File: config.mk
export PLATFORM = sky130hd
export DESIGN_NAME = freq_divide_prog
export DESIGN_NICKNAME = d
export VERILOG_FILES = /design/src/rtl/freq_div_pkg.sv /design/src/rtl/freq_div_cnt.sv /design/src/rtl/freq_divide_prog.sv
export SDC_FILE = /design/constraint.sdc
export NUM_CORES = 1
export LEC_CHECK = 0
export ABC_CLOCK_PERIOD_IN_PS = 4500
export CAP_MARGIN = 20
export CORE_UTILIZATION = 45
export DETAILED_ROUTE_END_ITERATION = 8
export GPL_TIMING_DRIVEN = 0
export RECOVER_POWER = 25
export REMOVE_ABC_BUFFERS = 1
export SKIP_LAST_GASP = 1
export SLEW_MARGIN = 10
export SYNTH_ARGS = -nofsm -noshare
export SYNTH_HDL_FRONTEND = slang
export SYNTH_HIERARCHICAL = 1
export SYNTH_SLANG_ARGS = --single-unit
File: constraint.sdc
create_clock -name clk -period 4.5 [get_ports clk]
set_input_delay 0.45 -clock clk [delete_from_list [all_inputs] [get_ports clk]]
set_output_delay 0.45 -clock clk [all_outputs]
set_load 0.01 [all_outputs]
File: src/rtl/freq_div_pkg.sv
// Shared definitions for the programmable clock divider: FSM encoding and
// the smallest divide ratio the hardware supports.
package freq_div_pkg;

    typedef enum logic {
        IDLE = 1'b0,
        RUN  = 1'b1
    } state_e;

    localparam int unsigned MIN_DIV = 2;

endpackage

File: src/rtl/freq_div_cnt.sv
// Period counter for freq_divide_prog: counts 0..term while running, and
// reloads its terminal value (ratio - 1) on request.
module freq_div_cnt #(
    parameter int unsigned      CNT_W    = 16,
    parameter logic [CNT_W-1:0] RST_TERM = 3
) (
    input  logic             clk_i,
    input  logic             rst_ni,
    input  logic             run_i,
    input  logic             load_i,
    input  logic [CNT_W-1:0] load_term_i,
    output logic [CNT_W-1:0] cnt_d_o,
    output logic [CNT_W-1:0] term_d_o,
    output logic             wrap_o
);

    logic [CNT_W-1:0] cnt_q, cnt_d;
    logic [CNT_W-1:0] term_q, term_d;

    assign wrap_o = run_i && (cnt_q == term_q);

    always_comb begin
        cnt_d  = '0;
        term_d = term_q;
        if (run_i && !wrap_o) begin
            cnt_d = cnt_q + CNT_W'(1);
        end
        if (load_i) begin
            term_d = load_term_i;
        end
    end

    always_ff @(posedge clk_i or negedge rst_ni) begin
        if (!rst_ni) begin
            cnt_q  <= '0;
            term_q <= RST_TERM;
        end else begin
            cnt_q  <= cnt_d;
            term_q <= term_d;
        end
    end

    assign cnt_d_o  = cnt_d;
    assign term_d_o = term_d;

endmodule

File: src/rtl/freq_divide_prog.sv
// Programmable clock divider with glitch-free ratio changes at period wrap.
// Optional FREQ_DIV_TICK_EN adds a one-cycle 'tick' output on every period start.
module freq_divide_prog
    import freq_div_pkg::*;
#(
    parameter int unsigned CNT_W       = 16,
    parameter int unsigned DEFAULT_DIV = 4
) (
    input  logic             clk,
    input  logic             rst,
    input  logic             en,
    input  logic [CNT_W-1:0] div_val,
    input  logic             div_load,
    output logic             pending,
    output logic             out_clk
`ifdef FREQ_DIV_TICK_EN
    ,
    output logic             tick
`endif
);

    localparam logic [CNT_W-1:0] MIN_N    = CNT_W'(MIN_DIV);
    localparam logic [CNT_W-1:0] DEF_N    = (DEFAULT_DIV < MIN_DIV) ? MIN_N : CNT_W'(DEFAULT_DIV);
    localparam logic [CNT_W-1:0] DEF_TERM = DEF_N - CNT_W'(1);

    state_e           state_q, state_d;
    logic [CNT_W-1:0] shadow_q, shadow_d;
    logic             pending_q, pending_d;
    logic             out_clk_q, out_clk_d;

    logic             cnt_load;
    logic [CNT_W-1:0] cnt_load_term;
    logic [CNT_W-1:0] cnt_d;
    logic [CNT_W-1:0] term_d;
    logic             wrap;
    logic [CNT_W-1:0] cap;

    assign cap = (div_val < MIN_N) ? MIN_N : div_val;

    freq_div_cnt #(
        .CNT_W    (CNT_W),
        .RST_TERM (DEF_TERM)
    ) u_cnt (
        .clk_i       (clk),
        .rst_ni      (rst),
        .run_i       (state_q == RUN),
        .load_i      (cnt_load),
        .load_term_i (cnt_load_term),
        .cnt_d_o     (cnt_d),
        .term_d_o    (term_d),
        .wrap_o      (wrap)
    );

    // IDLE applies ratios immediately; RUN defers them to the wrap edge, where a
    // coincident load only refills the shadow for the following period.
    always_comb begin
        state_d       = state_q;
        shadow_d      = shadow_q;
        pending_d     = pending_q;
        cnt_load      = 1'b0;
        cnt_load_term = shadow_q - CNT_W'(1);
        unique case (state_q)
            IDLE: begin
                pending_d = 1'b0;
                if (div_load) begin
                    shadow_d      = cap;
                    cnt_load      = 1'b1;
                    cnt_load_term = cap - CNT_W'(1);
                end else if (pending_q) begin
                    cnt_load = 1'b1;
                end
                if (en) begin
                    state_d = RUN;
                end
            end
            RUN: begin
                if (wrap) begin
                    cnt_load  = pending_q;
                    pending_d = 1'b0;
                    if (!en) begin
                        state_d = IDLE;
                    end
                end
                if (div_load) begin
                    shadow_d  = cap;
                    pending_d = 1'b1;
                end
            end
            default: state_d = IDLE;
        endcase
    end

    // High while next count <= (N-1)/2, i.e. cnt < ceil(N/2).
    always_comb begin
        out_clk_d = (state_d == RUN) && (cnt_d <= (term_d >> 1));
    end

    always_ff @(posedge clk or negedge rst) begin
        if (!rst) begin
            state_q   <= IDLE;
            shadow_q  <= DEF_N;
            pending_q <= 1'b0;
            out_clk_q <= 1'b0;
        end else begin
            state_q   <= state_d;
            shadow_q  <= shadow_d;
            pending_q <= pending_d;
            out_clk_q <= out_clk_d;
        end
    end

    assign pending = pending_q;
    assign out_clk = out_clk_q;

`ifdef FREQ_DIV_TICK_EN
    logic tick_q, tick_d;

    always_comb begin
        tick_d = (state_d == RUN) && ((state_q == IDLE) || wrap);
    end

    always_ff @(posedge clk or negedge rst) begin
        if (!rst) begin
            tick_q <= 1'b0;
        end else begin
            tick_q <= tick_d;
        end
    end

    assign tick = tick_q;
`endif

endmodule

== After elaboration in Yosys (flattened, before gate mapping) ==
Cells that the tools add are included.

* Input port bits: 20
* Logic and storage cells: 35
* Register bits: 51

* Reduce and logical (&&, ||, !) cells: 4
* Equal/unequal tests: 2
* Multiplexer cells: 16
* Order comparisons: 2
* $add $sub $neg: 3
* Bitwise operators: 1

{| class="wikitable"
|+ Operators with widths
! cell !! count
|-
| 16-bit two-way mux || 6
|-
| 16-bit by 1-bit subtractor with 16-bit output (second input constant) || 2
|-
| 16-bit by 1-bit adder with 16-bit output (second input constant) || 1
|-
| 16-bit == test || 1
|-
| 16-bit by 15-bit <= comparator with 1-bit output || 1
|-
| 16-bit by 2-bit less-than comparator with 1-bit output (second input constant) || 1
|-
| 1-bit two-way mux || 7
|-
| 1-bit case mux with 2 select lines || 3
|-
| 1-bit logical AND || 3
|-
| 3-bit by 2-bit != test with 1-bit output (second input constant) || 1
|-
| 1-bit logical NOT || 1
|-
| 1-bit inverter || 1
|}

== Depth between registers and ports, before layout ==
Gate-level depths: netlist (run 1).

* Depth in word-level cells: 8
* Mapped depth: 16
* Mapped depth without buffers: 13

== Modules after synthesis ==
The synthesis (run 1) kept the hierarchy.

{| class="wikitable"
|+ By module, submodules not included
! module !! area each (um2) !! cells an instance !! instances
|-
| freq_divide_prog || 1955.6 || 234 || 1
|-
| freq_div_cnt || 1559.0 || 133 || 1
|}

== Least setup slack after synthesis (run 1) ==
OpenSTA, ideal clock, no wires.

* Path kind: register to register
* Start: register u_cnt.term_q[0]
* End: register out_clk_q (netlist: out_clk)
* Arrival: 3.031 ns
* Period minus slack after synthesis: 3.153 ns
* Path buffers: 2
* Data required time: 4.377 ns
* Setup time: 0.123 ns
* Cell stages (with the launch flop): 16
* Setup slack: 1.347 ns
* Path through: dfstp_2 xnor2_1 nand4_1 nor2_1 and3_1 nand2_1 o21ai_0 clkbuf_1 buf_2 mux2_2 inv_1 ha_1 o21ai_0 a211o_1 a32o_1 o221a_2

* Longest elaborated chain between the ends: 7

{| class="wikitable"
|+ Ends and longest elaborated chain
! item !! RTL line !! text
|-
| from (decl) || freq_div_cnt.sv:18 || <nowiki>logic [CNT_W-1:0] term_q, term_d;</nowiki>
|-
| from (signal assigned) || freq_div_cnt.sv:39 || <nowiki>term_q <= term_d;</nowiki>
|-
| 16-bit == test || freq_div_cnt.sv:20 || <nowiki>assign wrap_o = run_i && (cnt_q == term_q);</nowiki>
|-
| 1-bit logical AND || freq_div_cnt.sv:20 ||
|-
| via wrap || freq_divide_prog.sv:35 || <nowiki>logic wrap;</nowiki>
|-
| 1-bit two-way mux || freq_divide_prog.sv:77 || <nowiki>if (wrap) begin</nowiki>
|-
| 1-bit case mux with 2 select lines || freq_divide_prog.sv:62 || <nowiki>unique case (state_q)</nowiki>
|-
| via cnt_load || freq_divide_prog.sv:31 || <nowiki>logic cnt_load;</nowiki>
|-
| 16-bit two-way mux || freq_div_cnt.sv:28 || <nowiki>if (load_i) begin</nowiki>
|-
| via term_d[7] || freq_divide_prog.sv:34 || <nowiki>logic [CNT_W-1:0] term_d;</nowiki>
|-
| 16-bit by 15-bit <= comparator with 1-bit output || freq_divide_prog.sv:95 || <nowiki>out_clk_d = (state_d == RUN) && (cnt_d <= (term_d >> 1));</nowiki>
|-
| 1-bit logical AND || freq_divide_prog.sv:95 ||
|-
| via out_clk_d || freq_divide_prog.sv:29 || <nowiki>logic out_clk_q, out_clk_d;</nowiki>
|-
| to (signal assigned) || freq_divide_prog.sv:108 || <nowiki>out_clk_q <= out_clk_d;</nowiki>
|-
| to (decl) || freq_divide_prog.sv:29 ||
|}

The timed path passes the listed nets, and every way through them passes these cells.
A chain may end at the register's enable or synchronous reset.

== Worst setup path in the final report (run 1) ==
* Start: input port div_load
* End: register out_clk_q (netlist: out_clk)

* Longest elaborated chain between the ends: 5

{| class="wikitable"
|+ Ends and longest elaborated chain
! item !! RTL line !! text
|-
| from (decl) || freq_divide_prog.sv:13 || <nowiki>input logic div_load,</nowiki>
|-
| 16-bit two-way mux || freq_divide_prog.sv:65 || <nowiki>if (div_load) begin</nowiki>
|-
| 16-bit two-way mux || freq_divide_prog.sv:62 ||
|-
| via cnt_load_term[11] || freq_divide_prog.sv:32 || <nowiki>logic [CNT_W-1:0] cnt_load_term;</nowiki>
|-
| 16-bit two-way mux || freq_div_cnt.sv:28 ||
|-
| via term_d[11] || freq_divide_prog.sv:34 ||
|-
| 16-bit by 15-bit <= comparator with 1-bit output || freq_divide_prog.sv:95 ||
|-
| 1-bit logical AND || freq_divide_prog.sv:95 ||
|-
| via out_clk_d || freq_divide_prog.sv:29 ||
|}

The timed path passes the listed nets, and every way through them passes these cells.

==> results of run 1 <==
[power by group through the flow]
stage               logic, mW  registers (mW)  clock network [mW]
finish                  0.424           0.613               0.331
global route            0.480           0.624               0.359
CTS                     0.427           0.613               0.342
detailed placement      0.422           0.622                   0
global placement        0.415           0.619                   0
floorplan               0.309           0.600                   0
[routing by layer]
metal	global-route usage, %	wire (µm)	vias up	part of all wire (%)
li1	-	-	1369	-
met1	29.4	4030	1361	50
met2	32.9	3650	39	46
met3	3.11	240	10	3.0
met4	5.65	97	0	1.2
met5	0	0	-	0
[flip-flops by register name, summed over array words and instances, names as in the netlist]
name          count
pending           1
u_cnt/term_q     16
out_clk           1
shadow_q         16
state_q           1
u_cnt/cnt_q      16
[worst paths after layout]
kind | end | slack (ns) | depth (start not counted)
worst min-delay path | shadow_q[9] | 0.31 | 1
worst max register to register | out_clk | 0.82 | 13
worst min register to register | shadow_q[15] | 0.55 | 1
worst max-delay path | out_clk | 0.33 | 11
max in group asynchronous | u_cnt/cnt_q[14] | 2.03 | 2
min in group clk | shadow_q[15] | 0.55 | 1
[cell type report]
cell class / count / share of cell area (%)
sequential: 51 / 32.9
multi-input combinational: 277 / 53.1
clock buffer: 5 / 1.77
tap: 99 / 3.18
inverter: 26 / 2.50
clock inverter: 3 / 1.12
timing repair buffer: 23 / 5.52
[metrics by stage]
step | instance area, µm² | hold WS [ns] | setup TNS (ns)
detailed placement | 3800 | 0.448 | -0.0367
CTS | 3910 | 0.105 | 0
finish | 3900 | 0.307 | 0
global route | 3900 | 0.427 | 0
floorplan | 3440 | 0.154 | 0
global placement | 3770 | 0.531 | -0.861
[worst max-delay path: stages]
cell             delay, ns
clkdlybuf4s50_1       1.07
nand2b_1              0.61
a41oi_1               0.37
a22oi_1               0.11
mux2_2                0.32
inv_1                 0.07
ha_1                  0.25
a21oi_1               0.17
a21oi_1               0.08
a2111oi_0             0.58
o221a_2               0.33
[cell usage in the layout (no fill, tap or decap), drive strengths merged, types with 2 or more instances in the layout]
master and n:
nor4 14, a211oi 3, or3 6, and3 2
nand2 19, nor3 14, nor2b 5, xnor2 34
clkinv 2, o21ai 12, ha 17, or2 2
clkdlybuf4s50 20, o41a 2, dfrtp 48, or4 6
a22oi 3, xor2 3, nand4b 2, nor2 36
clkbuf 7, nand4 12, a21o 2, inv 26
o31ai 2, o21a 2, mux2 29, o31a 2
a21oi 12, nand3 11, dfstp 3, a31oi 6
o221a 2
[cells by family (layout without fill, tap and decap cells)]
family	count (synthesis)	in the layout	synth area share [%]
AOI/OAI and AO/OA	60	60	12.6
xor gates and xnor gates	37	37	9.43
adders and majority gates	17	17	6.05
buffers and inverters	39	57	4.88
DFF	51	51	36.4
muxes	29	29	9.29
and+or+nand+nor	134	134	21.3
==> results.py, run 1 <==
metrics = {
    "routing": {
        "detail_route.drc_violations": 0,
        "drt-vias-per-instance": 5.74,
        "drt_first_pass_iters": 4,
        "wl_per_cell_um": 16.6,
        "drtIter0Drc": 128,
        "detailroute.via_count": 2779,
        "antenna_violating_nets_post_route": 0,
        "detail_route.wirelength_um": 8020,
    },
    "floorplanning": {
        "die_w_um": 90.4,
        "initial_core_utilization_pct": 47.4,
        "die-area_um2": 8170,
        "placementRows": 31,
        "die_height_um": 90.4,
        "io_pins": 22,
        "core_region_area_um2": 7410,
    },
    "pwr": {
        "sequential_group_share_of_total_power_pct": 44.8,
        "net-switching-power_mw": 0.473,
        "p_total_mw": 1.37,
        "comb_power_share_pct": 31.0,
        "cellLeakagePower_nw": 1.55,
        "power_per_cell_area_nw_per_um2": 351,
        "vdd.ir_drop.worst_uv": 272,
        "p_sw_share_pct": 34.6,
        "cell_internal_power_dissipation_mw": 0.895,
        "power.clock.fraction_pct": 24.2,
    },
    "sta": {
        "timing.final.setup_violations": 0,
        "maxSlewViolCount": 33,
        "final.setup_skew_ns": 0.00768,
        "timing.final.crit_share_pct": 92.7,
        "endpoints_failing_hold": 0,
        "clock.fmax_ghz": 0.240,
        "rsz0062_at_grt": "false",
        "tightestPinTransition_ns": 1.75,
        "fin_crit_ns": 4.17,
        "postLayoutSetupSlackWorst_ns": 0.330,
        "maxSlewHeadroom_pct": -16.4,
    },
    "placement": {
        "detailedPlacementHpwl_um": 6140,
        "placement.setup.worst_slack_ns": -0.0367,
        "finalWeightedCongestion": 0.795,
        "dp_cells": 476,
        "port-buffer-count": 21,
    },
    "grt": {
        "grt_pass1_wl_um": 13400,
        "grt_start_max_net_pins": 33,
        "grt_pass1_vias": 2673,
        "grt_overflow_total": 0,
        "antenna_violations_before_repair": 0,
        "globalRouteTotalUtil_pct": 20.7,
    },
    "logic_synthesis": {
        "synth.distinct_cells": 57,
        "syn_area_um2": 3510,
        "yosysSeqAreaShare_pct": 36.4,
        "async_flop_share_pct": 100,
        "synth_seq_cells": 51,
        "synth.most_common_cell": "dfrtp_1",
        "synth.avg_cell_area_um2": 9.58,
        "yosys.area.top_type_share_pct": 34.2,
        "netlist_top_cells_area": "dfrtp_1 (34%), mux2_2 (9.3%), xnor2_1 (8.2%), ha_1 (6.1%), nor2_1 (3.8%)",
        "ys_top_cells_by_count": "dfrtp_1 (48), nor2_1 (36), xnor2_1 (33)",
        "synth-edff-count": 0,
        "dominant_cell_type_by_area_after_synthesis": "dfrtp_1",
        "post_synth_inst_count": 367,
        "yosysWarnings": 6,
        "synth_ff_type": "dfrtp_1",
    },
    "layout": {
        "final_layout_size_suffix_gt1_share_pct": 14.8,
        "flow.area_growth_from_synthesis_pct": 10.9,
        "antenna-diode-count": 0,
        "layout.core_utilization_pct": 52.6,
        "area_occupied_by_multi_input_gates_um2": 2070,
        "ff_latch_area_um2": 1280,
        "final_nets": 421,
        "finish.cell_count_without_fillers": 484,
        "fill_cells": 670,
    },
    "critical_path": {
        "cp-start-kind": "primary input",
        "crit-reg2reg-launch": "shadow_q[0]",
        "critical_path_required_ns": 4.76,
        "timing.critical_path.arrival_ns": 4.43,
        "worst-path-max-fanout": 23,
        "crit_start": "div_load",
        "critPathKind": "in -> reg",
        "end_kind": "flop",
    },
    "clocking": {
        "clk_root_buffer_cell": "clkbuf_8",
        "ctsHtreeMaxLevel": 2,
        "cts_resized": 0,
        "cts.sink_count": 51,
        "numCtsBuffers": 5,
        "clockBufferDepth": 2,
        "post_cts_hold_buffer_count": 0,
        "insertion_delay_ns": 0.31,
        "clock_transition_at_path_regs_ns": 0.10,
        "tritoncts": "done",
        "cts_post_setup_buffers_inserted": 0,
    },
    "run_status": {
        "violations_in_the_final_reports": "max-capacitance violations, max-slew violations",
        "outcome": "finished with violations",
    },
    "worst_hold_path": {
        "worst_hold_path_type": "in -> async",
    },
    "job": {
        "max-cap-violations": 1,
    },
}
No activity file was read; power rests on OpenSTA's default activity.
==> inputs of run 2 (changes only) <==
- ABC_AREA: not set -> 1
- CORE_UTILIZATION: 45 -> 25
==> run 2 against run 1 <==
The flow still finishes with violations (max-capacitance violations, max-slew violations). Global-route usage fell by 8.4 points. Sequential power rose by 1%. Die area rose by 83%. Register-to-register slack improved by 0.04 ns. Critical path type unchanged. Largest power group unchanged.
==> results.py, run 2 <==
metrics = {
    "sta": {
        "maxSlewHeadroom_pct": -15.3,
        "final.setup_skew_ns": 0.00479,
        "fin_crit_ns": 3.92,
        "endpoints_failing_hold": 0,
        "tightestPinTransition_ns": 1.73,
        "timing.final.crit_share_pct": 87.2,
        "rsz0062_at_grt": "false",
        "timing.final.setup_violations": 0,
        "maxSlewViolCount": 32,
        "clock.fmax_ghz": 0.255,
        "hold_ws_ns": 0.346,
    },
    "pwr": {
        "vdd.ir_drop.worst_uv": 170,
        "p_sw_share_pct": 34.3,
        "power_per_cell_area_nw_per_um2": 391,
        "net-switching-power_mw": 0.562,
        "comb_power_share_pct": 32.0,
        "cellLeakagePower_nw": 2.02,
        "power.clock.fraction_pct": 30.1,
        "p_total_mw": 1.64,
        "sequential_group_share_of_total_power_pct": 37.9,
        "cell_internal_power_dissipation_mw": 1.08,
    },
    "clocking": {
        "ctsHtreeMaxLevel": 2,
        "post_cts_hold_buffer_count": 0,
        "numCtsBuffers": 5,
        "cts.sink_count": 51,
        "cts_post_setup_buffers_inserted": 0,
        "insertion_delay_ns": 0.29,
        "clockBufferDepth": 2,
        "tritoncts": "done",
        "clock_transition_at_path_regs_ns": 0.07,
        "clk_root_buffer_cell": "clkbuf_16",
    },
    "floorplanning": {
        "io_pins": 22,
        "die_w_um": 122,
        "core_region_area_um2": 14000,
        "die_height_um": 122,
        "initial_core_utilization_pct": 25.8,
        "placementRows": 43,
        "die-area_um2": 14900,
    },
    "critical_path": {
        "rr_endpoint": "out_clk",
        "cp-start-kind": "primary input",
        "timing.critical_path.slowest_stage_cell": "nor2_2",
        "timing.critical_path.arrival_ns": 4.13,
        "cp.buffers_inverters": 4,
        "critPathKind": "in -> reg",
        "r2r_setup_slack_ns": 0.86,
        "critical_path_required_ns": 4.70,
        "cp_slowest_stage_delay_ns": 0.58,
        "timing.reg2reg.worst_path_depth": 12,
        "worst-path-max-fanout": 32,
        "end_kind": "flop",
        "kind_of_cell_adding_the_most_delay_to_the_critical_path": "simple AND/OR/NAND/NOR gates",
        "critical_path.most_common_cell": "inv_1",
        "critical_path.cell_chain": "clkbuf_2 -> inv_1 -> nor2_2 -> inv_1 -> nand2_2 -> nand2_1 -> o21ai_0 -> inv_1 -> ha_1 -> a21oi_1 -> o21ai_0 -> a211oi_1 -> nand2_1 -> a21oi_1",
        "crit-reg2reg-launch": "state_q",
    },
    "layout": {
        "mostFrequentLayoutCells": "nand2_1 (149), inv_1 (90), nor2_1 (81)",
        "biggestRegsByFlops": "shadow_q: 16 flops, u_cnt/cnt_q: 16 flops, u_cnt/term_q: 16 flops",
        "final_nets": 598,
        "layout_commonest_cell": "nand2_1",
        "postLayoutCellArea_um2": 4190,
        "final_layout_size_suffix_gt1_share_pct": 4.80,
        "flow.area_growth_from_synthesis_pct": 15.9,
        "finish.cell_count_without_fillers": 742,
        "antenna-diode-count": 0,
    },
    "logic_synthesis": {
        "yosysSeqAreaShare_pct": 35.4,
        "ys_top_cells_by_count": "nand2_1 (150), inv_1 (90), nor2_1 (81)",
        "yosys.area_share.simple_pct": 33.4,
        "dominant_cell_type_by_area_after_synthesis": "dfrtp_1",
        "synth.most_common_cell": "nand2_1",
        "synth.distinct_cells": 31,
        "synth.avg_cell_area_um2": 6.68,
        "synth-edff-count": 0,
        "synth-compound-area-share_pct": 11.1,
        "synth_seq_cells": 51,
        "post_synth_inst_count": 541,
        "muxShareOfSynthArea_pct": 0,
        "yosysWarnings": 6,
        "syn_area_um2": 3620,
        "synth-adder-area-share_pct": 5.88,
        "async_flop_share_pct": 100,
        "synth-xor-area-share_pct": 3.63,
        "netlist_top_cells_area": "dfrtp_1 (33%), nand2_1 (16%), inv_1 (9.3%), nor2_1 (8.4%), o21ai_0 (6.1%)",
        "yosys.area.top_type_share_pct": 33.2,
        "synth_ff_type": "dfrtp_1",
        "combinational_family_with_the_most_area_after_synthesis": "simple AND/OR/NAND/NOR gates",
    },
    "job": {
        "max-cap-violations": 1,
    },
    "grt": {
        "grt_pass1_wl_um": 14500,
        "antenna_violations_before_repair": 0,
        "globalRouteTotalUtil_pct": 12.3,
        "grt_pass1_vias": 3052,
        "grt_start_max_net_pins": 33,
        "grt_overflow_total": 0,
    },
    "routing": {
        "drt_first_pass_iters": 7,
        "detail_route.drc_violations": 0,
        "antenna_violating_nets_post_route": 0,
        "detailroute.via_count": 3244,
        "drt-vias-per-instance": 4.37,
        "wl_per_cell_um": 11.2,
        "detail_route.wirelength_um": 8340,
        "drtIter0Drc": 168,
    },
    "placement": {
        "placement.cell_area_um2": 4020,
        "dp_cells": 734,
        "port-buffer-count": 21,
        "finalWeightedCongestion": 0.846,
        "detailedPlacementHpwl_um": 6590,
    },
    "run_status": {
        "violations_in_the_final_reports": "max-capacitance violations, max-slew violations",
        "outcome": "finished with violations",
    },
    "worst_hold_path": {
        "worst_hold_path_type": "in -> async",
    },
}
[run 2: cell count changes after synthesis, sizes merged, moves of 9 or more]
cell and delta:
nand2 +134, inv +64, nor2 +53, o21ai +33, xnor2 -33, mux2 -29
nor4 -13, xor2 +11, a21oi +9
[run 2: power by group through the flow]
stage / sequential, mW / combinational [mW] / clock [mW]
after floorplan: 0.614 / 0.398 / 0
after global placement: 0.627 / 0.524 / 0
after detailed placement: 0.630 / 0.532 / 0
after CTS: 0.620 / 0.535 / 0.508
after global routing: 0.635 / 0.623 / 0.529
final: 0.621 / 0.525 / 0.494
[run 2: layout make-up]
type | instances | area, µm²
fill | 1570 | 9800
multi-input combinational | 391 | 1960
sequential | 51 | 1280
inverter | 90 | 338
tap | 180 | 225
timing repair buffer | 22 | 203
clock buffer | 6 | 129
clock inverter | 2 | 60.1
[run 2: stage by stage]
stage | setup TNS [ns] | utilization, % | worst slack [ns]
CTS | 0 | 30.1 | 0.0628
finish | 0 | 30.0 | 0.575
floorplan | 0 | - | 1.64
detailed placement | -0.841 | 28.7 | -0.841
global placement | -0.859 | 28.6 | -0.859
global route | 0 | 30.0 | 0.117
[run 2: how the worst max path moves through the flow]
stage	from	end	slack [ns]	depth (start not counted)
2_1_floorplan	div_load	out_clk	1.64	13
3_3_place_gp	div_load	out_clk	-0.86	14
3_5_place_dp	div_load	out_clk	-0.84	13
6_report	div_load	out_clk	0.58	14
4_1_cts	div_load	out_clk	0.06	14
5_1_grt	div_load	out_clk	0.12	14
[run 2: cell families (layout without fill, tap and decap cells)]
group / count (synthesis) / after routing
AOI/OAI and AO/OA: 76 / 76
xor gates and xnor gates: 15 / 15
adders and majority gates: 17 / 17
buffers and inverters: 99 / 120
DFF: 51 / 51
and+or+nand+nor: 283 / 283
[run 2: routing by layer]
layer / GRT usage (%) / part of all wire, % / up-vias
met5: 0 / 0 / -
met2: 20.5 / 48 / 33
met4: 3.20 / 0.94 / 0
met1: 16.4 / 49 / 1465
li1: - / - / 1741
met3: 1.95 / 2.1 / 5
[run 2: worst reg2reg max path, delay by kind of cell, from the launching register on]
kind            cells  cell delay, ns
flops               1            0.44
buf+inv             2            0.54
simple gates        4            1.37
compound gates      5            0.92
fa+ha+maj           1            0.29
[run 2: timing repair]
item | in CTS | in global routing
resized for setup | 2 | 2
endpoints found under the setup margin | 1 | 1
gates cloned | 0 | 0
==> patch, RTL diff (settings of run 2) <==
`CNT_W` is set to 16 in 2 places; all go to 20.
--- a/src/rtl/freq_div_cnt.sv
+++ b/src/rtl/freq_div_cnt.sv
@@ -1,7 +1,7 @@
 // Period counter for freq_divide_prog: counts 0..term while running, and
 // reloads its terminal value (ratio - 1) on request.
 module freq_div_cnt #(
-    parameter int unsigned      CNT_W    = 16,
+    parameter int unsigned      CNT_W    = 20,
     parameter logic [CNT_W-1:0] RST_TERM = 3
 ) (
     input  logic             clk_i,
--- a/src/rtl/freq_divide_prog.sv
+++ b/src/rtl/freq_divide_prog.sv
@@ -3,7 +3,7 @@
 module freq_divide_prog
     import freq_div_pkg::*;
 #(
-    parameter int unsigned CNT_W       = 16,
+    parameter int unsigned CNT_W       = 20,
     parameter int unsigned DEFAULT_DIV = 4
 ) (
     input  logic             clk,
Interface: changed (resized div_val); port bits go from 22 to 26. No check against the original RTL was run, so the function may have changed too.
==> patch against run 2 <==
The flow still finishes with violations (capacitance limit, slew limit); count of clock-buffer cells in the layout is 6 higher; cell count is 28% higher; wire length is 44% higher; hold slack better by 0.15 ns; global-route usage is 0.95 points higher; worst setup slack worse by 0.14 ns; cell area is 33% higher; sequential cell count is 12 higher; synthesized area is 31% higher; total power is 24% higher; critical path type unchanged; highest routed layer unchanged.
==> patch: results (changes against run 2) <==
- The mean instance size in the synthesized netlist came to 6.85 um2 (+2.5%).
- The maximum fanout encountered on the critical timing path is 7 (-78%).
- The multi-input combinational cell count came to 502 (+28%).
- The number of buffers inserted during clock tree synthesis is 9 (+4).
- The largest registers in the layout are shadow_q x20, u_cnt/cnt_q x20, u_cnt/term_q x20.
- The count of clock buffers in the final design was 12 (+6).
- The net load switching power is 0.000671 W (+19%).
- The met3 usage in global routing is 2.20% (+0.25 points).
- The worst supply voltage drop on vdd is 0.000159 V (-6.7%).
- The number of max-cap violations came to 1 (unchanged).
- The wire length on met2 is 5120 um (+29%).
- The adder-cell area share of the yosys netlist is 5.82% (-0.067 points).
- The CTS H-tree depth is 3 (+1).
- The measured slew at the worst slew-check pin was 2.28 ns (+0.547 ns).
- The global routing met2 resource utilization is 20.6% (+0.071 points).
- The number of design-rule violations left by the first detailed-router iteration is 231 (+38%).
- The stage delay of the slowest cell on the critical path is 0.55 ns (-0.03 ns).
- The maximum number of pins on one net before global-route repair is 50 (+52%).
- The max-slew violation count was 50 (+56%).
- The power attributed to the clock group was 0.000754 W (+53%).
- The via count of the first global-routing pass is 4,078 (+34%).
- The checks that failed: capacitance limit, slew limit.
- The iteration count of the initial detailed-routing pass came to 4 (-3).
- The met1 demand-to-capacity share in global routing was 18.4% (+2.1 points).
- The fraction of area in multi-input gates is 47.9% (+1.2 points).
- The part of the Yosys area used for sequential elements is 33.4% (-2.0 points).
- The final routed wirelength across all metal layers is 12,000 um (+44%).
- The detailed placer's ending HPWL came to 9230 um (+40%).
- The multiplexer area fraction after synthesis was 0.687% (+0.69 points).
- By area the synthesized netlist is led by dfrtp_1 32%, nand2_1 14%, inv_1 8.6%, nor2_1 6.9%, o21ai_0 5.9%.
- The number of nets in the final layout was 764 (+28%).
- The run finished, with violations left.
- The number of sinks on the clock net was 63 (+24%).
- The power density relative to cell area was 364 mW/mm2 (-6.9%).
- The register area is 0.00158 mm2 (+23%).
- The worst setup slack before clock tree synthesis came to -1.30 ns (-0.457 ns).
- The number of cells after detailed placement came to 934 (+27%).
- The highest-delay cell along the critical path is clkdlybuf4s50_1.
- The arrival time at the worst endpoint came to 4.28 ns (+0.15 ns).
- The routed metal-1 wirelength is 6210 um (+51%).
- The share of layout cells above drive strength 1 is 8.03% (+3.2 points).
- The area of the core region is 0.0183 mm2 (+31%).
- The number of distinct library cells after synthesis came to 45 (+45%).
- The post-placement cell area is 0.00526 mm2 (+31%).
- The min-delay analysis places its worst path in the category flip-flop to flip-flop.
- The layout buffering overhead excluding clock cells is 5.29% (+0.45 points).
## patch: cell types whose count changed after synthesis, moves of 5 or more
cell,change
nor2_1,+6
o21ai_1,+6
nand3_1,+22
inv_1,+18
o21ai_0,+12
dfrtp_1,+12
ha_1,+5
xor2_1,+11
nand2_1,+29
## patch: repair_timing
item | 4_1_cts | 5_1_grt
resized for setup | 5 | 2
pin swaps | 0 | 0
endpoints found under the setup margin | 1 | 1
cloned | 1 | 0
hold buffers | 1 | 0
hold endpoints to repair | 11 | 0
## patch: path summary, 6_finish.rpt
check,startpoint,end,slack [ns],cells past startpoint
min,u_cnt/term_q[0],u_cnt/term_q[0],0.50,2
min in group asynchronous,rst,u_cnt/cnt_q[2],0.75,2
min reg2reg,u_cnt/term_q[0],u_cnt/term_q[0],0.50,2
max in group asynchronous,rst,shadow_q[19],0.98,3
max,div_val[11],out_clk,0.44,24
max reg2reg,state_q,out_clk,1.07,14
